===== src/rtl/vga_tile_renderer_if.sv =====
// vga_tile_renderer_if: tile-map fetch bus and VGA pin bundle
interface vga_tile_renderer_if #(parameter int ADDR_W = 9);
  logic [ADDR_W-1:0] o_tile_addr;
  logic [3:0] i_tile_data;
  logic o_VGA_HSync;
  logic o_VGA_VSync;
  logic [2:0] o_VGA_Red;
  logic [2:0] o_VGA_Grn;
  logic [2:0] o_VGA_Blu;
  logic o_frame_start;
  logic o_collision;
  modport master(
    output o_tile_addr, o_VGA_HSync, o_VGA_VSync, o_VGA_Red, o_VGA_Grn, o_VGA_Blu, o_frame_start, o_collision,
    input i_tile_data
  );
  modport slave(
    input o_tile_addr, o_VGA_HSync, o_VGA_VSync, o_VGA_Red, o_VGA_Grn, o_VGA_Blu, o_frame_start, o_collision,
    output i_tile_data
  );
endinterface


===== src/rtl/vga_tile_renderer.sv =====
// vga_tile_renderer: 640x480 tile-map renderer with sprite/player overlay and per-frame collision pulse
module vga_tile_renderer #(
  parameter int H_SYNC_CYCLES = 92,
  parameter int H_BACK_PORCH = 50,
  parameter int H_DISPLAY = 640,
  parameter int H_FRONT_PORCH = 18,
  parameter int V_SYNC_CYCLES = 2,
  parameter int V_BACK_PORCH = 33,
  parameter int V_DISPLAY = 480,
  parameter int V_FRONT_PORCH = 10,
  parameter int TILE_LOG2 = 5,
  parameter int GRID_W = 20,
  parameter int GRID_H = 15,
  parameter int CX_W = 5,
  parameter int CY_W = 4,
  parameter int ADDR_W = 9,
  parameter int N_SPRITES = 10,
  parameter logic [8:0] PAL_T1 = 9'o051,
  parameter logic [8:0] PAL_T2 = 9'o111,
  parameter logic [8:0] PAL_SPR = 9'o700,
  parameter logic [8:0] PAL_PLY = 9'o007
) (
  input logic i_Clk,
  input logic i_reset,
  input logic [N_SPRITES*CX_W-1:0] i_sprite_x,
  input logic [N_SPRITES*CY_W-1:0] i_sprite_y,
  input logic [N_SPRITES-1:0] i_sprite_len2,
  input logic [N_SPRITES-1:0] i_sprite_en,
  input logic [CX_W-1:0] i_player_x,
  input logic [CY_W-1:0] i_player_y,
  vga_tile_renderer_if.master bus
);
  localparam int H_LINE = H_SYNC_CYCLES + H_BACK_PORCH + H_DISPLAY + H_FRONT_PORCH;
  localparam int V_FRAME = V_SYNC_CYCLES + V_BACK_PORCH + V_DISPLAY + V_FRONT_PORCH;
  localparam int HW = $clog2(H_LINE);
  localparam int VW = $clog2(V_FRAME);
  localparam int CXF = HW - TILE_LOG2;
  localparam int CYF = VW - TILE_LOG2;
  localparam logic [HW-1:0] H_LAST = HW'(H_LINE - 1);
  localparam logic [HW-1:0] H_SYNC_END = HW'(H_SYNC_CYCLES);
  localparam logic [HW-1:0] H_ACT0 = HW'(H_SYNC_CYCLES + H_BACK_PORCH);
  localparam logic [HW-1:0] H_ACT1 = HW'(H_SYNC_CYCLES + H_BACK_PORCH + H_DISPLAY);
  localparam logic [VW-1:0] V_LAST = VW'(V_FRAME - 1);
  localparam logic [VW-1:0] V_SYNC_END = VW'(V_SYNC_CYCLES);
  localparam logic [VW-1:0] V_ACT0 = VW'(V_SYNC_CYCLES + V_BACK_PORCH);
  localparam logic [VW-1:0] V_ACT1 = VW'(V_SYNC_CYCLES + V_BACK_PORCH + V_DISPLAY);
  localparam logic [VW-1:0] V_PRE_BLANK = VW'(V_SYNC_CYCLES + V_BACK_PORCH + V_DISPLAY - 1);
  logic [HW-1:0] h;
  logic [VW-1:0] v;
  logic h_wrap, v_last, draw0, hs0, vs0;
  logic [CXF-1:0] cx0;
  logic [CYF-1:0] cy0;
  logic [ADDR_W-1:0] addr0;
  logic draw1, hs1, vs1, spr_hit1, ply_hit1;
  logic [CX_W-1:0] cx1;
  logic [CY_W-1:0] cy1;
  logic draw2, hs2, vs2, spr2, ply2;
  logic [8:0] pix;
  logic flag, col_evt;
  // stage 0: decode the raw counters into cell coordinates, map address and sync levels
  always_comb begin
    h_wrap = h == H_LAST;
    v_last = v == V_LAST;
    cx0 = CXF'((h - H_ACT0) >> TILE_LOG2);
    cy0 = CYF'((v - V_ACT0) >> TILE_LOG2);
    draw0 = h >= H_ACT0 && h < H_ACT1 && v >= V_ACT0 && v < V_ACT1 && cx0 < CXF'(GRID_W) && cy0 < CYF'(GRID_H);
    addr0 = ADDR_W'(cy0) * ADDR_W'(GRID_W) + ADDR_W'(cx0);
    hs0 = h < H_SYNC_END;
    vs0 = v < V_SYNC_END;
    col_evt = h_wrap && v == V_PRE_BLANK && flag;
  end
  // raster counters; frame_start is registered so it is high while the counters read (0,0)
  always_ff @(posedge i_Clk) begin
    if (i_reset) begin
      h <= '0;
      v <= '0;
      bus.o_frame_start <= 1'b0;
    end else begin
      h <= h_wrap ? '0 : h + HW'(1);
      v <= h_wrap ? (v_last ? '0 : v + VW'(1)) : v;
      bus.o_frame_start <= h_wrap && v_last;
    end
  end
  // stage 1 register: issue the map read and carry pixel context alongside it
  always_ff @(posedge i_Clk) begin
    if (i_reset) begin
      bus.o_tile_addr <= '0;
      draw1 <= 1'b0;
      hs1 <= 1'b0;
      vs1 <= 1'b0;
      cx1 <= '0;
      cy1 <= '0;
    end else begin
      if (draw0) bus.o_tile_addr <= addr0;
      draw1 <= draw0;
      hs1 <= hs0;
      vs1 <= vs0;
      cx1 <= cx0[CX_W-1:0];
      cy1 <= cy0[CY_W-1:0];
    end
  end
  // stage 1 hit test; x+1 is widened so a sprite at the last column never wraps to column 0
  always_comb begin
    spr_hit1 = 1'b0;
    for (int k = 0; k < N_SPRITES; k++)
      spr_hit1 = spr_hit1 | (i_sprite_en[k] && cy1 == i_sprite_y[k*CY_W +: CY_W] &&
        (cx1 == i_sprite_x[k*CX_W +: CX_W] ||
         (i_sprite_len2[k] && {1'b0, cx1} == {1'b0, i_sprite_x[k*CX_W +: CX_W]} + (CX_W+1)'(1))));
    ply_hit1 = cx1 == i_player_x && cy1 == i_player_y;
  end
  // stage 2 register: hits wait here for the tile code arriving from the map
  always_ff @(posedge i_Clk) begin
    if (i_reset) begin
      draw2 <= 1'b0;
      hs2 <= 1'b0;
      vs2 <= 1'b0;
      spr2 <= 1'b0;
      ply2 <= 1'b0;
    end else begin
      draw2 <= draw1;
      hs2 <= hs1;
      vs2 <= vs1;
      spr2 <= spr_hit1;
      ply2 <= ply_hit1;
    end
  end
  // colour priority: blank, sprite, player, then tile palette
  always_comb begin
    pix = !draw2 ? '0 : spr2 ? PAL_SPR : ply2 ? PAL_PLY :
      bus.i_tile_data == 4'd1 ? PAL_T1 : bus.i_tile_data == 4'd2 ? PAL_T2 : '0;
  end
  // output register: colour and syncs leave together so each pixel lines up with its own sync
  always_ff @(posedge i_Clk) begin
    if (i_reset) begin
      bus.o_VGA_Red <= '0;
      bus.o_VGA_Grn <= '0;
      bus.o_VGA_Blu <= '0;
      bus.o_VGA_HSync <= 1'b1;
      bus.o_VGA_VSync <= 1'b1;
    end else begin
      bus.o_VGA_Red <= pix[8:6];
      bus.o_VGA_Grn <= pix[5:3];
      bus.o_VGA_Blu <= pix[2:0];
      bus.o_VGA_HSync <= ~hs2;
      bus.o_VGA_VSync <= ~vs2;
    end
  end
  // sticky overlap flag, reported once as vblank begins and then cleared
  always_ff @(posedge i_Clk) begin
    if (i_reset) begin
      flag <= 1'b0;
      bus.o_collision <= 1'b0;
    end else begin
      bus.o_collision <= col_evt;
      flag <= col_evt ? 1'b0 : flag | (draw1 && spr_hit1 && ply_hit1);
    end
  end
endmodule


===== src/flat_wrapper.sv =====
// flat-port wrapper written by rule: the top's interface ports become plain ports
module vga_tile_renderer_flat 
#(
  parameter int H_SYNC_CYCLES = 92,
  parameter int H_BACK_PORCH = 50,
  parameter int H_DISPLAY = 640,
  parameter int H_FRONT_PORCH = 18,
  parameter int V_SYNC_CYCLES = 2,
  parameter int V_BACK_PORCH = 33,
  parameter int V_DISPLAY = 480,
  parameter int V_FRONT_PORCH = 10,
  parameter int TILE_LOG2 = 5,
  parameter int GRID_W = 20,
  parameter int GRID_H = 15,
  parameter int CX_W = 5,
  parameter int CY_W = 4,
  parameter int ADDR_W = 9,
  parameter int N_SPRITES = 10,
  parameter logic [8:0] PAL_T1 = 9'o051,
  parameter logic [8:0] PAL_T2 = 9'o111,
  parameter logic [8:0] PAL_SPR = 9'o700,
  parameter logic [8:0] PAL_PLY = 9'o007
)
  (i_Clk, i_reset, i_sprite_x, i_sprite_y, i_sprite_len2, i_sprite_en, i_player_x, i_player_y, bus_o_tile_addr, bus_o_VGA_HSync, bus_o_VGA_VSync, bus_o_VGA_Red, bus_o_VGA_Grn, bus_o_VGA_Blu, bus_o_frame_start, bus_o_collision, bus_i_tile_data);
  vga_tile_renderer_if #(.ADDR_W(ADDR_W)) bus_i ();
  input logic i_Clk;
  input logic i_reset;
  input logic [N_SPRITES*CX_W-1:0] i_sprite_x;
  input logic [N_SPRITES*CY_W-1:0] i_sprite_y;
  input logic [N_SPRITES-1:0] i_sprite_len2;
  input logic [N_SPRITES-1:0] i_sprite_en;
  input logic [CX_W-1:0] i_player_x;
  input logic [CY_W-1:0] i_player_y;
  output wire logic [$bits(bus_i.o_tile_addr)-1:0] bus_o_tile_addr;
  output wire logic [$bits(bus_i.o_VGA_HSync)-1:0] bus_o_VGA_HSync;
  output wire logic [$bits(bus_i.o_VGA_VSync)-1:0] bus_o_VGA_VSync;
  output wire logic [$bits(bus_i.o_VGA_Red)-1:0] bus_o_VGA_Red;
  output wire logic [$bits(bus_i.o_VGA_Grn)-1:0] bus_o_VGA_Grn;
  output wire logic [$bits(bus_i.o_VGA_Blu)-1:0] bus_o_VGA_Blu;
  output wire logic [$bits(bus_i.o_frame_start)-1:0] bus_o_frame_start;
  output wire logic [$bits(bus_i.o_collision)-1:0] bus_o_collision;
  input wire logic [$bits(bus_i.i_tile_data)-1:0] bus_i_tile_data;
  assign bus_o_tile_addr = bus_i.o_tile_addr;
  assign bus_o_VGA_HSync = bus_i.o_VGA_HSync;
  assign bus_o_VGA_VSync = bus_i.o_VGA_VSync;
  assign bus_o_VGA_Red = bus_i.o_VGA_Red;
  assign bus_o_VGA_Grn = bus_i.o_VGA_Grn;
  assign bus_o_VGA_Blu = bus_i.o_VGA_Blu;
  assign bus_o_frame_start = bus_i.o_frame_start;
  assign bus_o_collision = bus_i.o_collision;
  assign bus_i.i_tile_data = bus_i_tile_data;
  vga_tile_renderer #(.H_SYNC_CYCLES(H_SYNC_CYCLES), .H_BACK_PORCH(H_BACK_PORCH), .H_DISPLAY(H_DISPLAY), .H_FRONT_PORCH(H_FRONT_PORCH), .V_SYNC_CYCLES(V_SYNC_CYCLES), .V_BACK_PORCH(V_BACK_PORCH), .V_DISPLAY(V_DISPLAY), .V_FRONT_PORCH(V_FRONT_PORCH), .TILE_LOG2(TILE_LOG2), .GRID_W(GRID_W), .GRID_H(GRID_H), .CX_W(CX_W), .CY_W(CY_W), .ADDR_W(ADDR_W), .N_SPRITES(N_SPRITES), .PAL_T1(PAL_T1), .PAL_T2(PAL_T2), .PAL_SPR(PAL_SPR), .PAL_PLY(PAL_PLY)) u_core (.i_Clk(i_Clk), .i_reset(i_reset), .i_sprite_x(i_sprite_x), .i_sprite_y(i_sprite_y), .i_sprite_len2(i_sprite_len2), .i_sprite_en(i_sprite_en), .i_player_x(i_player_x), .i_player_y(i_player_y), .bus(bus_i));
endmodule

===== config.mk =====
export PLATFORM = sky130hd
export DESIGN_NAME = vga_tile_renderer_flat
export DESIGN_NICKNAME = d
export VERILOG_FILES = /design/src/rtl/vga_tile_renderer_if.sv /design/src/rtl/vga_tile_renderer.sv /design/src/flat_wrapper.sv
export SDC_FILE = /design/constraint.sdc
export NUM_CORES = 1
export LEC_CHECK = 0
export ABC_AREA = 1
export CAP_MARGIN = 20
export CORE_ASPECT_RATIO = 1.5
export CORE_UTILIZATION = 50
export DETAILED_ROUTE_END_ITERATION = 8
export PLACE_DENSITY = 0.86
export SKIP_CTS_REPAIR_TIMING = 1
export SLEW_MARGIN = 20
export SYNTH_ARGS = -nofsm -noshare
export SYNTH_HDL_FRONTEND = slang
export SYNTH_SLANG_ARGS = --single-unit

===== constraint.sdc =====
create_clock -name i_Clk -period 3.6 [get_ports i_Clk]
set_input_delay 0.72 -clock i_Clk [delete_from_list [all_inputs] [get_ports i_Clk]]
set_output_delay 0.72 -clock i_Clk [all_outputs]
set_load 0.01 [all_outputs]

After elaboration in Yosys (flattened, before gate mapping)
Cells that the tools add are included.
{ "word_totals": {"mem_bits_ro": 0, "mem_bits_rw": 0, "inputBits": 125, "output_inout_bits": 22, "latch_bits": 0, "n_memories": 0, "register_bits": 60, "elab_cells": 158} }
{ "classes": {"eq_ne": 37, "n_div": 0, "n_shift": 0, "order_cmp": 8, "n_mux": 5, "reduce_logical": 57, "n_bitwise": 13, "n_addsub": 15, "mul": 1} }
{ "op_table": {"columns": ["op", "count"], "rows": [
  ["$add 5x1->6 const B", 10],
  ["$eq 5x6->1", 10],
  ["$eq 5x5->1", 11],
  ["$eq 4x4->1", 11],
  ["$logic_and 1x1->1", 41],
  ["$eq 10x10->1 const B", 3],
  ["$mux 9", 3],
  ["$add 10x1->10 const B", 2],
  ["$lt 10x10->1 const B", 2],
  ["$ge 10x6->1 const B", 1],
  ["$ge 10x8->1 const B", 1],
  ["$logic_or 1x1->1", 10],
  ["$lt 10x2->1 const B", 1],
  ["$lt 10x7->1 const B", 1],
  ["$mux 10", 1],
  ["$or 1x1->1", 10],
  ["$sub 10x6->10 const B", 1],
  ["$sub 10x8->10 const B", 1],
  ["$add 9x5->9", 1],
  ["$mul 5x3->7 const B", 1],
  ["$mux 7", 1],
  ["$reduce_or 2->1", 3],
  ["$lt 5x4->1 const B", 1],
  ["$lt 5x5->1 const B", 1],
  ["other kinds (6)", 8]
]} }

Logic depth before layout (Yosys ltp)
Gate-level depths: netlist of the first run.
{ "depth": {"ltp_word": 17, "mapped_depth": 15, "ltp_nobuf": 15} }

Worst setup path before layout of the first run
No wires, ideal clock.
{ "synth_path": {"path_type": "register to register", "from": "register u_core.v[0]", "to": "register u_core.bus.o_tile_addr[8]", "n_path_buf": 0, "setup_slack_ns": 0.936, "arrival_ns": 2.549, "stages_incl_launch_ff": 14, "period_less_slack_ns": 2.664, "t_required_ns": 3.485, "setup_ns": 0.115, "cell_sequence": "dfxtp_1 > ha_1 > o21ai_4 > xor2_2 > inv_1 > ha_1 > ha_1 > inv_1 > fa_1 > xnor2_1 > nand3_1 > xnor2_1 > o21ai_1 > nor2_1"} }
{ "synth_between": {"word_cells_on_any_way": 10, "classes_between": "add/sub: 2; mul: 1; order compare: 3; reduce/logical: 4"} }
{ "synth_lines": {"columns": ["item", "line_no", "rtl"], "rows": [
  ["start, declared", "vga_tile_renderer.sv:49", "logic [VW-1:0] v;"],
  ["start signal, assigned", "vga_tile_renderer.sv:80", "v <= h_wrap ? (v_last ? '0 : v + VW'(1)) : v;"],
  ["$sub 10x6->10 *", "vga_tile_renderer.sv:65", "cy0 = CYF'((v - V_ACT0) >> TILE_LOG2);"],
  ["net u_core.cy0[1]", "vga_tile_renderer.sv:52", "logic [CYF-1:0] cy0;"],
  ["$mul 5x3->7 or $lt 5x4->1 (tied branches)", "vga_tile_renderer.sv:67, vga_tile_renderer.sv:66", null],
  ["$add 9x5->9 or $logic_and 1x1->1 (tied branches)", "vga_tile_renderer.sv:67, vga_tile_renderer.sv:66", null],
  ["end signal, assigned", "vga_tile_renderer.sv:94", "if (draw0) bus.o_tile_addr <= addr0;"],
  ["end, declared", "vga_tile_renderer_if.sv:13", "output o_tile_addr, o_VGA_HSync, o_VGA_VSync, o_VGA_Red, o_VGA_Grn, o_VGA_Blu, o_frame_start, o_collision,"]
]} }
Mark *: on every way through the listed nets, which the timed path passes. The rest lies on a longest branch.
A chain may end at the register's enable or synchronous reset.

Final worst setup path of the first run
Same ends and word-level chain as after synthesis.

==> summary.md, run 1 <==
| Metric | Value |
|---|---|
| Status | `finished clean` |
| RSZ-0062 raised after global routing | `false` |
| IO Port Bufs | `145` |
| Mux cell area share after synthesis | `0%` |
| Rows | `between 40 and 50` |
| Post-route setup slack | `between 0.6 and 0.7 ns` |
| Clock transition at path regs | `0.05 ns` |
| Worst Setup Start Kind | `register` |
| Final net count | `1,158` |
| CP delay by family, top | `adder cells` |
| Post-Synthesis Cell Area | `0.00528 sq mm` |
| Post-synth EDFFs | `0` |
| CP max-delay cell | `fa_1` |
| Clock sinks | `57` |
| TritonCTS Buffers | `9` |
| Post-Synth Simple-Gate Area | `42.2%` |
| Hold crit path type | `register to register` |
| Worst-Skew Late Latency | `between 0.3 and 0.4 ns` |
| Die Span X | `85.9 um` |
| DRC | `0` |
| Placeable core area | `0.0102 sq mm` |
| Via count | `5,986` |
| Ys flop type | `dfxtp_1` |
| Ranking of synthesized cells by area | `dfxtp_1 22%, nand2_1 18%, inv_1 7.8%, nor2_1 7.8%, nand3_1 7.5%` |
| Area Growth Syn to Fin | `36.0%` |
| Top cell by count, worst path | `ha_1` |
| Antenna Nets Post-Route | `0` |
| Dpl ws | `roughly 0.76 ns` |
| # fillers | `between 800 and 900` |
| Worst Path Required | `3.82 ns` |
| Reg2reg path depth | `13` |
| DR pass1 iterations | `6` |
| Mean cell area of the mapped netlist | `6.06 sq um` |
| Initial core utilization | `51.8%` |
| Grt ovf | `0` |
| Setup violators final | `0` |
| Initial antenna violation count | `0` |
| Min-Delay Path Depth | `1` |
| Final hold vios | `0` |
| Worst ir drop on vdd | `between 0.0005 and 0.0006 V` |
| Total GRT Usage | `28.6%` |
| First-pass GRT wire length | `between 20 and 25 mm` |
| Sequential Area | `0.00114 sq mm` |
| Pleak | `between 3 and 4 nW` |
| Largest net degree at the start of global routing | `24` |
| Top cell type's share of synthesized area | `~22%` |
| Synth warnings | `0` |
| Crit share post-route | `80.8%` |
| Slew @ Worst Pin | `0.647 ns` |
| Hold-critical path endpoint | `u_core.bus.o_VGA_VSync` |
| Synth Area in Compound Gates | `8.63%` |
| Final Max Slew Viols | `0` |
| Crit Path Class | `register to register` |
| DP HPWL | `12.0 mm` |
| H-Tree Level Count | `3` |
| R2R Setup Slk | `0.69 ns` |
| Max-cap violation count | `0` |
| Max incr delay on CP | `0.37 ns` |
| Routed wire length | `between 15 and 20 mm` |
| Vias in the first global route | `approximately 5,600` |
| IO Pins | `147` |
| Xor and xnor fraction of the mapped netlist area | `10.6%` |
| Clock tree buffer depth | `2` |
| Drt wl/cell | `around 13 um` |
| Vias per Instance | `between 5 and 6` |
| CTS tree | `yes` |
| Fmax achieved | `0.344 GHz` |
| Post-synthesis cell count | `870` |
| Largest family of logic cells by synthesized area | `simple AND/OR/NAND/NOR gates` |
| Detailed Route Iter0 Violations | `316` |
| Cell Chain, Critical Path | `ha_1, o21ai_4, xor2_2, inv_1, ha_1, ha_1, inv_1, fa_1, xnor2_1, nand3_1, xnor2_1, o21ai_1, nor2_1` |
| Hold Crit Start | `u_core.vs2` |
| Full die area | `between 0.01 and 0.015 sq mm` |
| Worst Path Arrival | `3.13 ns` |
| Die Height | `128 um` |
| Clk root buf | `clkbuf_16` |
| RR Startpoint | `u_core.v[0]` |
| GP Congestion | `0.948` |
| Yosys reg bits | `57` |
| Yosys top cell by area | `dfxtp_1` |
| Crit end category | `register` |
| Worst path bufs/invs | `2` |
| Asr flop ratio synth | `0%` |
| Setup tns final | `0 ns` |
| Sequential-to-total area share from yosys stat | `21.6%` |
| Worst Clk Skew | `0.00703 ns` |
| Layout cell share with drive strength beyond 1 | `4.74%` |
| Synth unique cells | `51` |
| Slew HR | `56.8%` |
| Final Critical Period | `2.91 ns` |
| Max FO, Critical Path | `4` |
| Multi-input gate area in the final layout | `0.00357 sq mm` |
| Synth Net Count | `1,020` |
| Diodes inserted | `0` |
| PD cells | `293 mW/mm^2` |
| Reg2reg end | `u_core.bus.o_tile_addr[8]` |
| Synth Area in Adders | `6.21%` |
worst max-delay path by stage:
stage	startpoint	end	slack [ns]	depth (start not counted)
2_1_floorplan	u_core.v[0]	u_core.bus.o_tile_addr[8]	0.94	13
3_3_place_gp	u_core.v[0]	u_core.bus.o_tile_addr[8]	0.83	13
3_5_place_dp	u_core.v[0]	u_core.bus.o_tile_addr[8]	0.76	13
4_1_cts	u_core.v[0]	u_core.bus.o_tile_addr[8]	0.71	13
5_1_grt	u_core.v[1]	u_core.bus.o_tile_addr[8]	0.50	14
6_report	u_core.v[0]	u_core.bus.o_tile_addr[8]	0.69	13
cell usage after synthesis (2+ instances only):
cell type and n:
a21oi_1 23, o21ai_2 2, o2111ai_1 2, ha_1 23, buf_4 6, nand2b_1 2, nand3b_1 4, nor2_1 109
a211oi_1 4, inv_2 4, nor3b_1 4, nor2_2 3, o22ai_1 4, o221ai_1 2, xnor2_1 37, xor2_2 2
xor2_1 23, buf_2 12, nor4_1 7, clkinv_1 2, nand2_1 258, a21boi_0 7, clkbuf_1 4, nand4_1 16
nand3_1 79, dfxtp_1 57, fa_1 2, or2_2 7, o21a_1 2, o21ai_0 22, inv_1 109, nor3_1 13
sequential cells by signal, indices dropped and copies added, names as in the netlist:
name,cells
u_core.flag,1
u_core.bus.o_tile_addr,9
u_core.h,10
u_core.hs1,1
u_core.v,10
u_core.bus.o_collision,1
u_core.bus.o_VGA_HSync,1
u_core.bus.o_VGA_VSync,1
u_core.bus.o_frame_start,1
u_core.bus.o_VGA_Red,2
u_core.draw1,1
u_core.ply2,1
u_core.cy1,4
u_core.bus.o_VGA_Blu,2
u_core.cx1,5
u_core.draw2,1
u_core.vs1,1
u_core.vs2,1
u_core.bus.o_VGA_Grn,2
u_core.hs2,1
u_core.spr2,1
final cells by class:
type                    count  area share, %
flip-flops and latches     57           15.9
repair buffers            150           20.8
well taps                 141           2.46
clock buffers              12           3.71
inverters                 115           6.02
multi-input cells         675           49.8
clock inverters             4           1.36
cell usage in the layout, fill, tap and decap left out, types with 2 or more instances in the layout:
| cell type | n |
|---|---|
| buf_4 | 5 |
| nor3_1 | 13 |
| a211oi_1 | 4 |
| or2_2 | 7 |
| clkdlybuf4s50_1 | 145 |
| nor2_1 | 109 |
| xor2_1 | 23 |
| clkbuf_8 | 3 |
| clkbuf_16 | 9 |
| nand2_1 | 258 |
| o21ai_0 | 22 |
| o21a_1 | 2 |
| o2111ai_1 | 2 |
| nand4_1 | 16 |
| nor2_2 | 3 |
| nand3_1 | 79 |
| o221ai_1 | 2 |
| a21oi_1 | 23 |
| nand3b_1 | 4 |
| nand2b_1 | 2 |
| inv_2 | 4 |
| fa_1 | 2 |
| inv_1 | 109 |
| nor4_1 | 7 |
| xnor2_1 | 37 |
| bufinv_16 | 3 |
| clkinv_1 | 2 |
| a21boi_0 | 7 |
| xor2_2 | 2 |
| nor3b_1 | 4 |
| dfxtp_1 | 57 |
| o22ai_1 | 4 |
| o21ai_2 | 2 |
| ha_1 | 23 |
worst reg2reg max path, cell delays in order, from the launching register on:
cell and delay [ns]:
dfxtp_1 0.33, ha_1 0.26, o21ai_4 0.19, xor2_2 0.29, inv_1 0.14, ha_1 0.33
ha_1 0.17, inv_1 0.05, fa_1 0.37, xnor2_1 0.25, nand3_1 0.12, xnor2_1 0.14
o21ai_1 0.12, nor2_1 0.05
metrics by stage:
step | cells | instance area [sq um] | hold WS [ns] | total power, mW | util [%]
finish | 1154 | 7170 | 0.366 | 2.10 | 70.4
global route | 1154 | 7170 | 0.384 | 2.20 | 70.4
global placement | 1138 | 6810 | 0.356 | 1.09 | 66.8
floorplan | 870 | 5280 | 0.352 | 0.888 | -
CTS | 1154 | 7170 | 0.370 | 2.12 | 70.4
detailed placement | 1138 | 6810 | 0.359 | 1.10 | 66.8
power by group:
group / internal (mW) / switching, mW
registers: 0.643 / 0.0146
logic: 0.230 / 0.202
clock network: 0.731 / 0.283
total: 1.60 / 0.499
logic make-up after synthesis:
logic type,after synthesis
AOI/OAI and AO/OA,74
xor gates and xnor gates,62
adders and majority gates,25
buffers and inverters,138
DFF,57
other,1
and+or+nand+nor,513
per-layer routing:
metal / GRT usage (%) / share of wire, %
met3: 4.38 / 7.0
met1: 29.5 / 38
met4: 14.0 / 3.6
met2: 55.0 / 51
met5: 0 / 0
Power figures use the tool's default switching activity.
==> inputs of run 2 (changes only) <==
clock period = 2.9 ns   (was 3.6 ns; I/O delays follow)
==> summary.md, run 2 (synthesis results as in run 1) <==
| Metric | Value |
|---|---|
| Worst ir drop on vdd | `0.000621 V (was 0.000526 V)` |
| Worst Clk Skew | `0.00362 ns (was 0.00703 ns)` |
| Pleak | `3.37 nW (about the same)` |
| Placeable core area | `0.0102 sq mm (unchanged)` |
| Top cell by count, worst path | `ha_1 (unchanged)` |
| Clock sinks | `57 (unchanged)` |
| IO Port Bufs | `145 (unchanged)` |
| Initial core utilization | `51.8% (unchanged)` |
| Most frequent cells in the layout | `258 x nand2_1, 145 x clkdlybuf4s50_1, 109 x inv_1, 109 x nor2_1, 79 x nand3_1 (unchanged)` |
| CTS tree | `yes (unchanged)` |
| Total GRT Usage | `28.4% (was 28.6%)` |
| Post-DP Area | `0.00683 sq mm (was 0.00681 sq mm)` |
| Area Growth Syn to Fin | `36.0% (unchanged)` |
| DR pass1 iterations | `5 (was 6)` |
| Max FO, Critical Path | `5 (was 4)` |
| Hold crit path type | `register to register (unchanged)` |
| DRC | `0 (unchanged)` |
| Final Max Slew Viols | `0 (unchanged)` |
| Full die area | `0.0110 sq mm (unchanged)` |
| Max incr delay on CP | `0.40 ns (was 0.37 ns)` |
| Final hold vios | `0 (unchanged)` |
| Crit end category | `register (unchanged)` |
| DP HPWL | `12.0 mm (about the same)` |
| Slew HR | `55.8% (was 56.8%)` |
| Final net count | `1,162 (was 1,158)` |
| Crit share post-route | `94.1% (was 80.8%)` |
| Largest registers | `u_core.h: 10 flops, u_core.v: 10 flops, u_core.bus.o_tile_addr: 9 flops (unchanged)` |
| IO Pins | `147 (unchanged)` |
| TritonCTS Buffers | `9 (unchanged)` |
| Hold Slack | `0.373 ns (was 0.366 ns)` |
| # fillers | `879 (was 857)` |
| Worst-Skew Late Latency | `0.33 ns (about the same)` |
| H-Tree Level Count | `3 (unchanged)` |
| Vias per Instance | `5.16 (was 5.19)` |
| Final Critical Period | `2.73 ns (was 2.91 ns)` |
| Multi-input gate area in the final layout | `0.00359 sq mm (was 0.00357 sq mm)` |
| Rows | `45 (unchanged)` |
| First-pass GRT wire length | `24.9 mm (was 25.0 mm)` |
| Crit Path Class | `register to register (unchanged)` |
| Drt wl/cell | `13.3 um (was 13.4 um)` |
| Slew @ Worst Pin | `0.657 ns (was 0.647 ns)` |
| Detailed Route Iter0 Violations | `279 (was 316)` |
| Most common cell after layout, fill and taps aside | `nand2_1 (unchanged)` |
| Die Span X | `85.9 um (unchanged)` |
| Cell Chain, Critical Path | `ha_1, o21ai_4, nand2_1, xor2_2, ha_1, ha_1, inv_1, fa_1, xnor2_2, nand3_1, xnor2_1, o21ai_1, nor2_1 (was ha_1, o21ai_4, xor2_2, inv_1, ha_1, ha_1, inv_1, fa_1, xnor2_1, nand3_1, xnor2_1, o21ai_1, nor2_1)` |
| Final instance area | `0.00717 sq mm (unchanged)` |
| Largest net degree at the start of global routing | `23 (was 24)` |
| Fin util | `70.4% (unchanged)` |
| CP max-delay cell | `fa_1 (unchanged)` |
| Worst path bufs/invs | `1 (was 2)` |
| CP delay by family, top | `adder cells (unchanged)` |
| Grt ovf | `0 (unchanged)` |
| Sequential Area | `0.00114 sq mm (unchanged)` |
| Clk root buf | `clkbuf_16 (unchanged)` |
| Antenna Nets Post-Route | `0 (unchanged)` |
| Vias in the first global route | `5,724 (was 5,618)` |
| Clock transition at path regs | `0.05 ns (about the same)` |
| Worst Path Required | `3.12 ns (was 3.82 ns)` |
| GP Congestion | `0.946 (was 0.948)` |
| Die Height | `128 um (unchanged)` |
| Worst Path Arrival | `2.95 ns (was 3.13 ns)` |
| Clock tree buffer depth | `2 (unchanged)` |
| Max-cap violation count | `0 (unchanged)` |
| Setup violators final | `0 (unchanged)` |
| Initial antenna violation count | `0 (unchanged)` |
| Layout cell share with drive strength beyond 1 | `5.31% (was 4.74%)` |
| PD cells | `341 mW/mm^2 (was 293 mW/mm^2)` |
| Routed wire length | `15.4 mm (was 15.5 mm)` |
| Worst Setup Start Kind | `register (unchanged)` |
| Diodes inserted | `0 (unchanged)` |
| Status | `finished clean (unchanged)` |
| Via count | `5,974 (was 5,986)` |
| Fmax achieved | `0.367 GHz (was 0.344 GHz)` |
## run 2: changes by cell type in the layout (fill, tap and decap cells not counted), sizes merged
cell / change
bufinv: -1
clkbuf: -2
buf: +4
clkinv: +3
## run 2: routing by layer
layer,GRT usage (%),vias to the layer above,share of wire (%)
met5,0,-,0
met4,16.1,0,4.5
met3,4.76,49,6.2
met2,53.4,214,51
met1,29.2,2661,39
li1,-,3050,-
## run 2: area by class of cell
type                            count  area share (%)
Sequential cell                    57            15.9
Timing Repair Buffer              154            21.2
Clock buffer                       10            3.19
Multi-Input combinational cell    675            50.1
Clock inverter                      6            1.15
Tap cell                          141            2.46
Inverter                          115            6.02
## run 2: where the power goes
part           internal [mW]  switching [mW]  total (mW)
clock network          0.745           0.348        1.09
registers              0.798          0.0150       0.813
logic                  0.287           0.253       0.539
total                   1.83           0.616        2.45
## run 2: worst paths after layout
path	start	slack, ns	end	cells past startpoint
max	u_core.v[1]	0.17	u_core.bus.o_tile_addr[8]	13
min	u_core.hs2	0.37	u_core.bus.o_VGA_HSync	1
max reg2reg	u_core.v[1]	0.17	u_core.bus.o_tile_addr[8]	13
min reg2reg	u_core.hs2	0.37	u_core.bus.o_VGA_HSync	1
## run 2: stage by stage
step | power, mW | setup WS [ns] | TNS (ns) | instances
after detailed placement | 1.36 | 0.165 | 0 | 1141
after CTS | 2.46 | 0.155 | 0 | 1157
after global placement | 1.35 | 0.201 | 0 | 1141
final | 2.45 | 0.172 | 0 | 1158
after global routing | 2.56 | -0.0268 | -0.0268 | 1158
after floorplan | 1.10 | 0.236 | 0 | 870
